### src/rtl/bce_pkg.sv
// Shared constants, FSM state encoding and sign-magnitude weight conversion
// for the bit-column weight issuer.
package bce_pkg;
   localparam int N_LANES = 8;
   localparam int ACT_W   = 8;
   localparam int WGT_W   = 8;
   localparam int MAG_W   = 7;
   localparam int SH_W    = 3;

   typedef enum logic [1:0] {
      S_IDLE = 2'd0,
      S_SIGN = 2'd1,
      S_COL  = 2'd2,
      S_DONE = 2'd3
   } state_t;

   typedef struct packed {
      logic             sign;
      logic [MAG_W-1:0] mag;
   } sm_t;

   // -128 has no positive 8-bit counterpart, so it clamps to the largest magnitude.
   function automatic sm_t to_sign_mag(input logic [WGT_W-1:0] w);
      sm_t              r;
      logic [WGT_W-1:0] neg;
      neg    = 8'd0 - w;
      r.sign = w[WGT_W-1];
      if (!w[WGT_W-1])
         r.mag = w[MAG_W-1:0];
      else if (w == 8'h80)
         r.mag = '1;
      else
         r.mag = neg[MAG_W-1:0];
      return r;
   endfunction
endpackage

### src/rtl/bce_column_issuer_col_mask_pe.sv
// Finds the next nonzero magnitude column at or above (incl_i) / strictly
// above (!incl_i) index k_i, and flags whether it is the last one.
module col_mask_pe
   import bce_pkg::*;
#(
   parameter int MAG_W = bce_pkg::MAG_W
) (
   input  logic [MAG_W-1:0] mask_i,
   input  logic [SH_W-1:0]  k_i,
   input  logic             incl_i,
   output logic [SH_W-1:0]  nxt_k_o,
   output logic             found_o,
   output logic             last_o
);
   always_comb begin
      nxt_k_o = '0;
      found_o = 1'b0;
      last_o  = 1'b1;
      for (int j = 0; j < MAG_W; j++) begin
         if (!found_o && mask_i[j] && ((j > int'(k_i)) || (incl_i && (j == int'(k_i))))) begin
            found_o = 1'b1;
            nxt_k_o = SH_W'(j);
         end
      end
      for (int j = 0; j < MAG_W; j++) begin
         if (found_o && mask_i[j] && (j > int'(nxt_k_o)))
            last_o = 1'b0;
      end
   end
endmodule

### src/rtl/bce_column_issuer.sv
// Serialises a group of 8 signed weights into a sign cycle, its nonzero
// magnitude bit columns (zero columns skipped) and an end-of-group marker.
module bce_column_issuer
   import bce_pkg::*;
#(
   parameter int N_LANES = bce_pkg::N_LANES,
   parameter int MAG_W   = bce_pkg::MAG_W
) (
   input  logic                     clk,
   input  logic                     rstn,
   input  logic                     in_valid,
   output logic                     in_ready,
   input  logic [N_LANES*WGT_W-1:0] in_weights,
   input  logic [N_LANES*ACT_W-1:0] in_acts,
   output logic [N_LANES*ACT_W-1:0] activations,
   output logic [N_LANES-1:0]       weight_column,
   output logic                     weight_sign_en,
   output logic [SH_W-1:0]          shift_offset,
   output logic                     done,
   output logic                     busy,
   output state_t                   dbg_state
);
   state_t                            state_q;
   logic [N_LANES*ACT_W-1:0]          act_q, p_act_q, src_act;
   logic [N_LANES-1:0]                sign_q, p_sign_q, in_sign, src_sign;
   logic [MAG_W-1:0][N_LANES-1:0]     cols_q, p_cols_q, in_cols, src_cols;
   logic [MAG_W-1:0]                  mask_q, p_mask_q, in_mask, src_mask;
   logic [SH_W-1:0]                   k_q;
   logic                              last_q, pv_q;
   logic                              accept, start_pend, start_in, load_pend, col_adv;
   logic [SH_W-1:0]                   pe_nxt;
   logic                              pe_found, pe_last;

   always_comb begin
      sm_t sm;
      sm      = '0;
      in_sign = '0;
      in_cols = '0;
      in_mask = '0;
      for (int i = 0; i < N_LANES; i++) begin
         sm         = to_sign_mag(in_weights[WGT_W*i +: WGT_W]);
         in_sign[i] = sm.sign;
         for (int k = 0; k < MAG_W; k++)
            in_cols[k][i] = sm.mag[k];
      end
      for (int k = 0; k < MAG_W; k++)
         in_mask[k] = |in_cols[k];
   end

   assign in_ready   = !pv_q;
   assign accept     = in_valid && in_ready;
   assign start_pend = (state_q == S_DONE) && pv_q;
   // With the pending slot empty, a group arriving in DONE starts straight away.
   assign start_in   = accept && ((state_q == S_IDLE) || ((state_q == S_DONE) && !pv_q));
   assign load_pend  = accept && !start_in;

   assign src_act  = start_pend ? p_act_q  : in_acts;
   assign src_sign = start_pend ? p_sign_q : in_sign;
   assign src_cols = start_pend ? p_cols_q : in_cols;
   assign src_mask = start_pend ? p_mask_q : in_mask;

   col_mask_pe #(.MAG_W(MAG_W)) u_pe (
      .mask_i  (mask_q),
      .k_i     ((state_q == S_SIGN) ? '0 : k_q),
      .incl_i  (state_q == S_SIGN),
      .nxt_k_o (pe_nxt),
      .found_o (pe_found),
      .last_o  (pe_last)
   );

   assign col_adv   = (state_q == S_SIGN) ? pe_found : !last_q;
   assign dbg_state = state_q;

   always_ff @(posedge clk) begin
      if (!rstn) begin
         state_q        <= S_IDLE;
         pv_q           <= 1'b0;
         k_q            <= '0;
         last_q         <= 1'b0;
         act_q          <= '0;
         sign_q         <= '0;
         cols_q         <= '0;
         mask_q         <= '0;
         p_act_q        <= '0;
         p_sign_q       <= '0;
         p_cols_q       <= '0;
         p_mask_q       <= '0;
         activations    <= '0;
         weight_column  <= '0;
         weight_sign_en <= 1'b0;
         shift_offset   <= '0;
         done           <= 1'b0;
         busy           <= 1'b0;
      end else begin
         weight_sign_en <= 1'b0;
         done           <= 1'b0;
         if (load_pend) begin
            pv_q     <= 1'b1;
            p_act_q  <= in_acts;
            p_sign_q <= in_sign;
            p_cols_q <= in_cols;
            p_mask_q <= in_mask;
         end else if (start_pend) begin
            pv_q <= 1'b0;
         end
         case (state_q)
            S_IDLE, S_DONE: begin
               if (start_pend || start_in) begin
                  state_q        <= S_SIGN;
                  act_q          <= src_act;
                  sign_q         <= src_sign;
                  cols_q         <= src_cols;
                  mask_q         <= src_mask;
                  activations    <= src_act;
                  weight_column  <= src_sign;
                  weight_sign_en <= 1'b1;
                  shift_offset   <= '0;
                  busy           <= 1'b1;
               end else begin
                  state_q       <= S_IDLE;
                  activations   <= '0;
                  weight_column <= '0;
                  shift_offset  <= '0;
                  busy          <= load_pend;
               end
            end
            S_SIGN, S_COL: begin
               busy <= 1'b1;
               if (col_adv) begin
                  state_q       <= S_COL;
                  k_q           <= pe_nxt;
                  last_q        <= pe_last;
                  weight_column <= cols_q[pe_nxt];
                  shift_offset  <= pe_nxt;
               end else begin
                  state_q       <= S_DONE;
                  weight_column <= '0;
                  shift_offset  <= '0;
                  done          <= 1'b1;
               end
            end
         endcase
      end
   end
endmodule

### config.mk
export PLATFORM = sky130hd
export DESIGN_NAME = bce_column_issuer
export DESIGN_NICKNAME = d
export VERILOG_FILES = /design/src/rtl/bce_pkg.sv /design/src/rtl/bce_column_issuer_col_mask_pe.sv /design/src/rtl/bce_column_issuer.sv
export SDC_FILE = /design/constraint.sdc
export NUM_CORES = 1
export LEC_CHECK = 0
export ABC_AREA = 1
export BUFFER_PORTS_ARGS = -buffer_cell sky130_fd_sc_hd__clkbuf_2
export CAP_MARGIN = 20
export CORE_MARGIN = 3
export CORE_UTILIZATION = 45
export CTS_CLUSTER_DIAMETER = 120
export DETAILED_ROUTE_END_ITERATION = 16
export PLACE_DENSITY_LB_ADDON = 0.25
export SETUP_SLACK_MARGIN = 0.1
export SYNTH_ARGS = -nofsm -noshare
export SYNTH_HDL_FRONTEND = slang
export SYNTH_SLANG_ARGS = --single-unit
export TNS_END_PERCENT = 10
### constraint.sdc
create_clock -name clk -period 4.7 [get_ports clk]
set_input_delay 0.705 -clock clk [delete_from_list [all_inputs] [get_ports clk]]
set_output_delay 0.705 -clock clk [all_outputs]
set_load 0.01 [all_outputs]
==> results by group, run 1 <==
Run status
  – Status: finished clean

Layout
  – Nets: about 2200
  – ANT cells: 0
  – Synth-to-layout area growth: 16.2%
  – Share of post-route cells with drive strength above 1: between 10 and 15%
  – Commonest non-fill, non-tap cell in the layout: nand2_1
  – Most frequent cells in the layout: nand2_1 (328), dfxtp_1 (283), o21ai_0 (280)

Critical path
  – Crit path capture type: flip-flop
  – FF-to-FF setup slack: around 1300 ps
  – WS Path Type: flip-flop to flip-flop
  – CP Max Fanout: 95
  – Reg-to-reg endpoint: cols_q[21]
  – RR Startpoint: dbg_state[0]
  – R2R depth: 10
  – Crit path DAT: 3810 ps
  – WP data required: slightly above 5000 ps
  – Crit. Startpoint: dbg_state[0]
  – CP Launch Type: flip-flop
  – Critical Path End: cols_q[21]

Timing
  – Setup TNS: 0 ps
  – Fin crit share: a little over 70%
  – Unrepaired setup endpoints after global routing: false
  – F_max: roughly 300 MHz
  – Final setup vio count: 0
  – Worst-Margin Slew: 1040 ps
  – Minimum clock period: approximately 3400 ps
  – Final-report hold violation count: 0
  – Count of pins over their slew limit: 0
  – Final Skew: between 7 and 8 ps
  – Worst slew margin: ~31%

GRT
  – Vias in the first global route: ~11000
  – Global-route wire length before repair: between 50 and 60 mm
  – Top Usage Layer GRT: met2
  – Met1 layer usage reported by global route: between 30% and 40%
  – Pin count of the biggest net entering global routing: 220
  – Antenna violations before repair: 2
  – Met2 usage: 36.7%
  – Met3 global-route usage: under 10%
  – Overall Global Routing Usage: ~23%
  – Gr ovfl total: 0

Floorplanning
  – Core area: ~29000 µm²
  – Row count: between 60 and 70
  – Die height: about 180 µm
  – Die Wd: around 180 µm
  – Initial core utilization: 45.9%
  – Die ar.: ~32000 µm²
  – Io pins: 212

Synth
  – Asr flop ratio synth: 0%
  – Distinct cells, synth: 45
  – Top post-synthesis cells by area: dfxtp_1 (43%), o21ai_0 (11%), nand2_1 (9.3%)
  – Post-synth EDFFs: 0
  – Post-synthesis simple-gate area fraction: 21.2%
  – Largest family of logic cells by synthesized area: compound AO/OA/AOI/OAI gates
  – Cell taking the most area after synthesis: dfxtp_1
  – Cell area after synthesis: 13300 µm²
  – Post-Syn Instances: ~1900
  – Compound-Gate Fraction of Synth Area: a little under a quarter
  – Syn_area_per_cell: around 7 µm²
  – Post-Synth Adder-Cell Area: 1.13%
  – Syn Nets: between 2000 and 2500
  – Top_reg_cell synth: dfxtp_1
  – Post-synthesis mux area share: less than 1%
  – Register area share after synthesis: between 40% and 50%
  – Synth top area share: a little over two fifths
  – Synth Area in XOR/XNOR: less than 1%
  – Synth warnings: 0
  – Yosys reg bits: ~280

Clock tree
  – CTS Sinks: ~280
  – CTS Hold Buffers Added: 0
  – Worst-skew pair later-pin latency: ~550 ps
  – Post-CTS setup buffer count: 0
  – Clk root buf: clkbuf_16
  – Clock Pin Slew Worst Setup and Hold Paths: about 60 ps
  – Clock Tree Buf Depth: 3
  – CTS buffer count: 31
  – H-Tree Depth: 1
  – Gates resized, CTS repair: 0
  – CTS tree: yes

Job
  – Count of maximum capacitance violations: 0

Min path
  – Min-Delay Path Class: input pin to flip-flop

Detailed routing
  – Initial DRC Count: 1066
  – Vias/cell: between 5 and 6
  – Routed length per instance: 15.2 µm
  – Drt pass-1 iters: 5
  – WL final: around 37 mm
  – DRC Markers: 0
  – Total number of vias: between 10000 and 15000
  – Antenna-violating nets left: 0

Pwr
  – Cell Pwr Density: approximately 630 nW/µm²
  – Total chip power: slightly below 10 mW
  – VDD IR-drop max: between 0.0004 and 0.0005 V
  – Leak Pwr: between 7 and 8 nW

Placed design
  – Port buffer count: approximately 210
  – Hpwl dp: 23.9 mm
  – GPL Wtd Cong: between 0.8 and 0.9
[kinds of logic after synthesis]
family,after synthesis
AND/OR/NAND/NOR,663
AO/OA/AOI/OAI,565
buffers and inverters,354
flip-flops,283
multiplexers,12
adder cells (fa/ha/maj),12
XOR/XNOR,8
[how the worst min path moves through the flow]
stage	from	endpoint	slack (ps)	depth (start not counted)
after floorplan	cols_q[40]	cols_q[40]	430	2
after global placement	activations[47]	activations[47]	440	2
after detailed placement	activations[60]	activations[60]	450	2
after CTS	in_acts[3]	p_act_q[3]	370	3
after global routing	in_acts[16]	p_act_q[16]	390	3
final	in_acts[16]	p_act_q[16]	400	3
[stage by stage]
step                      std cells  utilization, %  worst slack [ps]  cell area [µm²]  hold slack, ps
after floorplan                1897               -              2670            13300             433
after global placement         2380            49.7              1540            14400             438
after detailed placement       2381            49.7              1400            14400             447
after CTS                      2433            53.2              1360            15400             372
after global routing           2435            53.4              1020            15400             393
final                          2435            53.4              1330            15400             395
[cell type report]
type,count,area (µm²)
Multi-Input combinational cell,1260,6210
Sequential cell,283,5670
Timing Repair Buffer,222,1200
Tap cell,384,480
Fill cell,2816,13500
Clock inverter,10,129
Inverter,234,883
Clock buffer,42,867
[registers in the layout, indices dropped and copies added, names as in the netlist]
register        cells
activations        64
busy                1
cols_q             56
dbg_state           2
done                1
k_q                 3
last_q              1
mask_q              7
p_act_q            64
p_cols_q           56
p_mask_q            7
p_sign_q            8
pv_q                1
shift_offset        3
weight_column       8
weight_sign_en      1
[critical path, stage by stage, from the launching register on]
cell and delay, ps:
dfxtp_1 350, ha_1 260, nand2_4 630, inv_2 70
a21oi_1 250, nor2_4 40, buf_4 250, inv_4 120
buf_4 790, a21oi_1 120, a221oi_1 330
[power breakdown]
part	internal (mW)	switching, mW
Clock	1.44	0.958
Combinational	1.23	2.53
Sequential	3.25	0.394
[cells in the mapped netlist, types with 2 or more instances]
library cell,instances
nor3_1,31
nand2_2,5
nand3_1,74
o21ai_1,30
inv_2,6
and3_1,2
a221oi_1,20
o21ai_2,2
a21oi_1,184
o211ai_1,17
nor2_8,2
o21a_1,14
nor2_1,192
o21ai_0,280
nand4_1,5
ha_1,12
nor2_4,2
nand3b_1,8
buf_6,3
a211oi_1,12
buf_2,28
xor2_1,7
inv_4,2
dfxtp_1,283
or2_2,2
o31ai_2,2
clkbuf_1,76
nor2_2,4
mux2i_1,12
buf_4,6
buf_1,7
nand3_2,2
inv_1,226
nand2_1,328
[per-layer routing]
layer	up-vias	wire length [µm]
met5	-	25
met4	4	1080
met1	5833	16700
met3	80	2540
met2	412	16700
li1	6469	-
Note: power is estimated with default switching activity, not from simulation.
==> inputs of run 2 (changes only) <==
- clock period: 4.7 -> 3.1 ns (I/O delays scaled with it)
==> results by group, run 2 (same netlist as run 1, synthesis figures left out) <==
Critical path
  – CP Max Fanout: 25 (-74%)
  – Crit path capture type: flip-flop
  – WS Path Type: flip-flop to flip-flop
  – CP Launch Type: flip-flop
  – Crit path DAT: 3090 ps (-720 ps)
  – WP data required: 3600 ps (-1540 ps)

Clock tree
  – CTS Sinks: 283 (unchanged)
  – CTS Hold Buffers Added: 0 (unchanged)
  – Clk root buf: clkbuf_16
  – Clock Tree Buf Depth: 3 (unchanged)
  – Gates resized, CTS repair: 0 (unchanged)
  – Clock Pin Slew Worst Setup and Hold Paths: 70 ps (about the same)
  – CTS buffer count: 31 (unchanged)
  – H-Tree Depth: 1 (unchanged)
  – Post-CTS setup buffer count: 0 (unchanged)
  – CTS tree: yes
  – Worst-skew pair later-pin latency: 570 ps (+20 ps)

Floorplanning
  – Core area: 28900 µm² (unchanged)
  – Io pins: 212 (unchanged)
  – Die ar.: 31600 µm² (unchanged)
  – Die Wd: 178 µm (unchanged)
  – Die height: 178 µm (unchanged)
  – Row count: 62 (unchanged)
  – Initial core utilization: 45.9% (unchanged)

Timing
  – Worst-Margin Slew: 1000 ps (-37.9 ps)
  – Final Skew: 23.3 ps (+15.8 ps)
  – Unrepaired setup endpoints after global routing: false
  – Setup TNS: 0 ps (unchanged)
  – Final setup vio count: 0 (unchanged)
  – Final-report hold violation count: 0 (unchanged)
  – Fin crit share: 83.8% (+12 points)
  – F_max: 385 MHz (+30%)
  – Count of pins over their slew limit: 0 (unchanged)
  – Minimum clock period: 2600 ps (-769 ps)
  – Worst slew margin: 33.3% (+2.5 points)

Detailed routing
  – Top Metal Used: met4
  – Met3 routed WL: 2.52 mm (-0.94%)
  – Routed length per instance: 15.6 µm (+2.5%)
  – Met2 wire len: 17.4 mm (+4.5%)
  – Initial DRC Count: 1151 (+8.0%)
  – Antenna-violating nets left: 0 (unchanged)
  – WL final: 38.1 mm (+2.8%)
  – Vias/cell: 5.26 (+0.14%)
  – WL met1: 17.1 mm (+2.0%)
  – Drt pass-1 iters: 5 (unchanged)
  – Total number of vias: 12900 (+0.47%)
  – DRC Markers: 0 (unchanged)

Run status
  – Status: finished clean

Layout
  – ANT cells: 0 (unchanged)
  – Nets: 2177 (+0.092%)
  – Filler cell count: 2799 (-0.60%)
  – Largest registers: activations x64, p_act_q x64
  – Share of post-route cells with drive strength above 1: 15.2% (+0.38 points)
  – Synth-to-layout area growth: 17.0%
  – Commonest non-fill, non-tap cell in the layout: nand2_1
  – Most frequent cells in the layout: nand2_1 (328), dfxtp_1 (283), o21ai_0 (280)
  – Finished Layout Cells: 2443 (+0.33%)

GRT
  – Pin count of the biggest net entering global routing: 220 (unchanged)
  – Vias in the first global route: 11400 (+0.070%)
  – Global-route wire length before repair: 59.8 mm (+1.6%)
  – Gr ovfl total: 0 (unchanged)
  – Antenna violations before repair: 0 (-2)
  – Overall Global Routing Usage: 23.1% (+0.44 points)

Pwr
  – VDD IR-drop max: 0.000565 V (+30%)
  – Cell Pwr Density: 975 nW/µm² (+53%)
  – Leak Pwr: 7.71 nW (+0.63%)

Min path
  – Min-Delay Path Class: input pin to flip-flop

Placed design
  – Hpwl dp: 24.9 mm (+4.2%)
  – GPL Wtd Cong: 0.879 (+5.5%)
  – Port buffer count: 211 (unchanged)
  – Cell total after placement: 2385 (+0.17%)

Job
  – Count of maximum capacitance violations: 0 (unchanged)
==> run 2: layer usage <==
metal	track usage, %	up-vias
li1	-	6483
met1	32.0	5908
met2	37.3	396
met3	3.74	71
met4	6.28	0
met5	0	-
==> run 2: critical path: stages, from the launching register on <==
cell and delay, ps:
dfxtp_1 410, ha_1 290, inv_2 100, nand2_4 100, nand2_2 70, nor2_2 90
nor2_2 60, a21boi_4 440, nand2_8 230, nor2_4 340, nand2_1 80, nand2_1 80
nand2_1 50, nand2_1 80, nand2_1 50, nand2_1 50
==> run 2: stage by stage <==
stage / hold WS (ps) / utilization [%] / instance area (µm²) / power [mW] / setup WS [ps]
6_report: 144 / 53.7 / 15500 / 15.1 / 502
5_1_grt: 135 / 53.7 / 15500 / 16.2 / 301
4_1_cts: 125 / 53.7 / 15500 / 15.2 / 554
3_5_place_dp: 447 / 50.0 / 14500 / 11.3 / 571
3_3_place_gp: 439 / 50.0 / 14500 / 11.2 / 635
2_1_floorplan: 433 / - / 13300 / 9.69 / 1110
==> run 2: final timing paths <==
| kind | startpoint | cells after the start | slack, ps | end |
|---|---|---|---|---|
| worst max-delay path | dbg_state[0] | 15 | 500 | weight_column[6] |
| worst min-delay path | in_acts[59] | 3 | 140 | p_act_q[59] |
| worst max register to register | dbg_state[0] | 15 | 500 | weight_column[6] |
| worst min register to register | activations[50] | 2 | 460 | activations[50] |
==> run 2: cell type report <==
class | count | area, µm² | area share, %
multi-input combinational | 1260 | 6210 | 40.0
sequential | 283 | 5670 | 36.5
timing repair buffer | 224 | 1230 | 7.92
inverter | 234 | 883 | 5.68
clock buffer | 41 | 863 | 5.56
tap | 384 | 480 | 3.09
clock inverter | 17 | 203 | 1.30
==> run 2: power breakdown <==
part           switching, mW  internal [mW]  leakage (nW)
combinational           3.88           1.88          4.86
sequential             0.625           4.93          2.32
clock                   1.53           2.29         0.530
